### src/rtl/board_write_sequencer.sv
// Sole writer of the 64x4 board RAM: loads the start position, then commits
// each accepted move as a destination write followed by a source clear.
module board_write_sequencer #(
    parameter bit PROMOTE_PAWNS = 1'b1
) (
    input  logic         CLK,
    input  logic         RESET,
    input  logic [255:0] board_input,
    input  logic         new_game,
    input  logic         move_valid,
    output logic         move_ready,
    input  logic [5:0]   move_from,
    input  logic [5:0]   move_to,
    input  logic [3:0]   move_piece,
    output logic [5:0]   board_out_addr,
    output logic [3:0]   board_out_piece,
    output logic         board_change_enable,
    output logic [3:0]   captured_piece,
    output logic         init_done,
    output logic         move_done,
    output logic         move_err
);

    typedef enum logic [2:0] {INIT, IDLE, WR_DST, WR_SRC, DONE} state_t;

    state_t     state, state_n;
    logic [5:0] cnt, cnt_n;
    logic [5:0] from_q, from_n;
    logic [5:0] to_q, to_n;
    logic [3:0] piece_q, piece_n;
    logic       err_q, err_n;
    logic [5:0] addr_n;
    logic [3:0] wdata_n;
    logic       en_n;
    logic [3:0] captured_n;
    logic       init_done_n;
    logic       move_done_n;
    logic       move_err_n;
    logic       promote;

    function automatic logic [3:0] start_piece(input logic [5:0] sq);
        logic [2:0] back;
        case (sq[2:0])
            3'd0, 3'd7: back = 3'b100;
            3'd1, 3'd6: back = 3'b010;
            3'd2, 3'd5: back = 3'b011;
            3'd3:       back = 3'b101;
            default:    back = 3'b110;
        endcase
        case (sq[5:3])
            3'd0:    start_piece = {1'b1, back};
            3'd1:    start_piece = 4'b1001;
            3'd6:    start_piece = 4'b0001;
            3'd7:    start_piece = {1'b0, back};
            default: start_piece = 4'b0000;
        endcase
    endfunction

    assign move_ready = (state == IDLE) && !new_game;

    // A pawn landing on the far rank for its own colour becomes a queen.
    assign promote = PROMOTE_PAWNS && (piece_q[2:0] == 3'b001) &&
                     ((!piece_q[3] && (to_q[5:3] == 3'd0)) ||
                      ( piece_q[3] && (to_q[5:3] == 3'd7)));

    always_comb begin
        state_n     = state;
        cnt_n       = cnt;
        from_n      = from_q;
        to_n        = to_q;
        piece_n     = piece_q;
        err_n       = err_q;
        en_n        = 1'b0;
        addr_n      = board_out_addr;
        wdata_n     = board_out_piece;
        captured_n  = captured_piece;
        init_done_n = init_done;
        move_done_n = 1'b0;
        move_err_n  = 1'b0;
        case (state)
            INIT: begin
                en_n    = 1'b1;
                addr_n  = cnt;
                wdata_n = start_piece(cnt);
                cnt_n   = cnt + 6'd1;
                if (cnt == 6'd63) begin
                    state_n     = IDLE;
                    init_done_n = 1'b1;
                end
            end
            IDLE: begin
                if (new_game) begin
                    init_done_n = 1'b0;
                    cnt_n       = '0;
                    state_n     = INIT;
                end else if (move_valid) begin
                    from_n     = move_from;
                    to_n       = move_to;
                    piece_n    = move_piece;
                    captured_n = board_input[{move_to, 2'b00} +: 4];
                    if ((move_from == move_to) || (move_piece[2:0] == 3'b000)) begin
                        err_n   = 1'b1;
                        state_n = DONE;
                    end else begin
                        err_n   = 1'b0;
                        state_n = WR_DST;
                    end
                end
            end
            WR_DST: begin
                en_n    = 1'b1;
                addr_n  = to_q;
                wdata_n = promote ? {piece_q[3], 3'b101} : piece_q;
                state_n = WR_SRC;
            end
            WR_SRC: begin
                en_n    = 1'b1;
                addr_n  = from_q;
                wdata_n = '0;
                state_n = DONE;
            end
            DONE: begin
                move_done_n = !err_q;
                move_err_n  = err_q;
                state_n     = IDLE;
            end
            default: state_n = INIT;
        endcase
    end

    always_ff @(posedge CLK) begin
        if (RESET) begin
            state               <= INIT;
            cnt                 <= '0;
            from_q              <= '0;
            to_q                <= '0;
            piece_q             <= '0;
            err_q               <= 1'b0;
            board_change_enable <= 1'b0;
            board_out_addr      <= '0;
            board_out_piece     <= '0;
            captured_piece      <= '0;
            init_done           <= 1'b0;
            move_done           <= 1'b0;
            move_err            <= 1'b0;
        end else begin
            state               <= state_n;
            cnt                 <= cnt_n;
            from_q              <= from_n;
            to_q                <= to_n;
            piece_q             <= piece_n;
            err_q               <= err_n;
            board_change_enable <= en_n;
            board_out_addr      <= addr_n;
            board_out_piece     <= wdata_n;
            captured_piece      <= captured_n;
            init_done           <= init_done_n;
            move_done           <= move_done_n;
            move_err            <= move_err_n;
        end
    end

endmodule

### config.mk
export PLATFORM = sky130hd
export DESIGN_NAME = board_write_sequencer
export DESIGN_NICKNAME = d
export VERILOG_FILES = /design/src/rtl/board_write_sequencer.sv
export SDC_FILE = /design/constraint.sdc
export NUM_CORES = 1
export LEC_CHECK = 0
export ABC_AREA = 1
export CAP_MARGIN = 0
export CORE_AREA = 3 3 170 123
export DETAILED_ROUTE_END_ITERATION = 12
export DIE_AREA = 0 0 173 126
export PLACE_DENSITY_LB_ADDON = 0.25
export SYNTH_ARGS = -nofsm -noshare
export SYNTH_HDL_FRONTEND = slang
export SYNTH_SLANG_ARGS = --single-unit
### constraint.sdc
create_clock -name CLK -period 3.3 [get_ports CLK]
set_input_delay 0.33 -clock CLK [delete_from_list [all_inputs] [get_ports CLK]]
set_output_delay 0.33 -clock CLK [all_outputs]
set_load 0.05 [all_outputs]
==> key figures <==
Critical path
  • CP delay by family, top: buffers and inverters
  • CP Capture Type: output port
  • CP Class: reg -> out
  • Slowest CP cell: clkdlybuf4s50_1
  • Critical-path cell list: nor4_4, clkdlybuf4s50_1
  • CP arrival: roughly 2000 ps
  • Reg2reg start: state[2]
  • Startpoint types: register
  • R2R Setup Slk: roughly 1600 ps
  • Worst reg2reg path depth: 6
  • CP Data Required Time: ~3000 ps
  • Crit path buf inv count: 1
  • Worst path max stage delay: between 800 and 900 ps
  • Crit-path max FO: 6
  • Worst r2r dst: captured_piece[1]

Global routing
  • Total grt overflow: 0
  • Number of global-route vias before repair: ~6,100
  • Initial antenna violation count: 0
  • First-pass GRT wire length: between 30,000 and 40,000 um
  • Largest net degree at the start of global routing: roughly 130
  • Gr usage total: 0.202

Clocking
  • Post-CTS Resized: 0
  • Worst-skew pair later-pin latency: approximately 290 ps
  • CTS Hold Bufs: 0
  • CTS root buf: clkbuf_16
  • # clock sinks: 44
  • CTS HTree Levels: 2
  • CTS tree: done
  • CTS buffer count: 5
  • Setup Buffers After CTS: 0
  • Clock transition at path regs: 70 ps
  • CTS max path bufs: 2

Hold path
  • Hold_sp: err_q
  • Hold Crit Endpoint: move_done
  • Min-Delay Path Depth: 1
  • Worst hold path class: reg -> reg

STA
  • Fin crit period: around 2300 ps
  • Final Hold Viols: 0
  • Fin crit share: 0.700
  • RSZ-0062 raised after global routing: false
  • Slew Viols, Final: 0
  • Slew HR: 0.547
  • Layout Skew: approximately 4.8 ps
  • Fmax: approximately 430 MHz
  • Post-route setup TNS: 0 ps
  • Slew @ Worst Pin: approximately 680 ps
  • Final setup viols: 0

Yosys
  • Yosys top cell area share: 0.259
  • Synth area leader: nand2_1
  • Post-synthesis cell count: ~850
  • Seq/Total Area, Yosys: 0.191
  • Ranking of synthesized cells by area: nand2_1 26%, nand3_1 25%, dfxtp_1 19%
  • Post-synthesis cell area: between 4000 and 5000 um2
  • Synth Warn #: 0
  • Yosys cell types: 39
  • Synth Register Bits: between 40 and 50
  • Post-Syn Area per Cell: 5.43 um2
  • Post-Syn Nets: between 1,000 and 1,500

Pwr
  • Max IR drop VDD: around 0.20 mV
  • Lkg Pwr: between 3 and 4 nW
  • Internal power: roughly 1.3 mW
  • Clk pwr share: 0.302
  • PwrDens: about 240 nW/um2
  • Combinational Power Share: 0.410
  • Sw frac: 0.304
  • Switch Pwr: 581 uW
  • Sequential power share: 0.288

Placement
  • Cells after DPL: around 1,400
  • IO buf count: between 200 and 300
  • Routability Congestion: between 0.8 and 0.9
  • Post-DP HPWL: roughly 18,000 um

Final layout
  • Area Growth Syn to Fin: 69.3%
  • Fin cells: approximately 1,400
  • Register area: 881 um2
  • # fillers: 2,104
  • Highest-count cells in the layout ignoring fill and taps: 319 x nand2_1, 292 x clkdlybuf4s50_1, 235 x nand3_1, 44 x dfxtp_1
  • Final core utilization: 0.401
  • Commonest non-fill, non-tap cell in the layout: nand2_1
  • Ant. Diodes: 0
  • Fin nets: 1,383
  • Layout cells sized above 1: 0.0326
  • Area of the multi-input gates: ~3200 um2

Run status
  • Status: finished, final reports clean

Drt
  • Met2 wire len: about 10,000 um
  • Vias: about 6,400
  • M1 WL: between 10,000 and 15,000 um
  • DR WL met3: approximately 1800 um
  • Total wire length: roughly 23,000 um
  • Routed length per instance: about 17 um
  • Top Layer Used: met4
  • Initial detailed-routing violation count: 570
  • Remaining antenna violation count: 0
  • TritonRoute pass-1 iters: 5
  • Via density per instance: roughly 4.7
  • Remaining DRCs: 0

Die
  • Core box area: between 15,000 and 20,000 um2
  • # IOs: approximately 300
  • Die area: around 22,000 um2
  • Starting Density: 0.237
  • Die Wd: approximately 170 um
  • Cell Rows: 43
  • Die H: between 100 and 150 um

Run
  • Max_cap viols: 0
[per-layer routing]
layer  global-route usage  vias up
met5                    0        -
met4               0.0510        0
met3               0.0521       30
met2                0.317      249
met1                0.276     2829
li1                     -     3317
[cell type report]
class,count,area share
Clock buffer,5,0.0160
Clock inverter,3,0.00592
Inverter,44,0.0214
Multi-Input combinational cell,703,0.411
Sequential cell,44,0.113
Tap cell,270,0.0432
Timing Repair Buffer,304,0.390
[how the worst max path moves through the flow]
stage | from | to | slack, ps | cells after the start
after floorplan | state[2] | to_q[3] | 1510 | 5
after global placement | new_game | move_ready | 990 | 3
after detailed placement | new_game | move_ready | 990 | 3
after CTS | state[2] | move_ready | 960 | 2
after global routing | state[0] | move_ready | 890 | 3
final | state[2] | move_ready | 990 | 2
[cells in the mapped netlist, drive strengths merged]
library cell  instances
nand2               322
nand3               235
buf                  48
dfxtp                44
inv                  44
nor2                 42
o21ai                42
a21oi                26
clkbuf               12
a31oi                 8
ha                    5
nor3                  4
o22ai                 4
a221oi                2
nor4                  2
xnor2                 2
xor2                  2
a211oi                1
and3                  1
nand3b                1
nand4                 1
o221a                 1
o31ai                 1
or3                   1
[stage by stage]
stage	instance area, um2	setup slack, ps	total power [mW]	hold WS [ps]
final	7820	991	1.91	430
after global routing	7820	894	2.02	454
after CTS	7820	960	1.93	428
after detailed placement	7650	991	1.34	415
after global placement	7650	994	1.34	414
after floorplan	4620	1510	0.911	392
[logic make-up (layout without fill, tap and decap cells)]
logic type	after synthesis	count (layout)	synth area share
AOI/OAI and AO/OA	85	85	0.102
and+or+nand+nor	609	609	0.573
xor gates and xnor gates	4	4	0.00759
DFF	44	44	0.191
buffers and inverters	104	356	0.114
adders and majority gates	5	5	0.0135
[worst register-to-register path, cell delays in order, from the launching register on]
cell and delay (ps):
dfxtp_1 390, nor4_4 430, nand2_4 220, inv_2 330
nand2_1 100, nand2_1 80, a21oi_2 50
[state kept, by name (all words and copies together) (netlist names)]
| name | count |
|---|---|
| board_change_enable | 1 |
| board_out_addr | 6 |
| board_out_piece | 4 |
| captured_piece | 4 |
| cnt | 6 |
| err_q | 1 |
| from_q | 6 |
| init_done | 1 |
| move_done | 1 |
| move_err | 1 |
| piece_q | 4 |
| state | 3 |
| to_q | 6 |
[power by group through the flow]
| stage | registers, mW | clock network [mW] | logic (mW) |
|---|---|---|---|
| final | 0.551 | 0.579 | 0.785 |
| after global routing | 0.552 | 0.609 | 0.860 |
| after CTS | 0.551 | 0.596 | 0.786 |
| after global placement | 0.562 | 0 | 0.782 |
| after floorplan | 0.588 | 0 | 0.324 |
| after detailed placement | 0.563 | 0 | 0.782 |
Note: power is estimated with default switching activity, not from simulation.
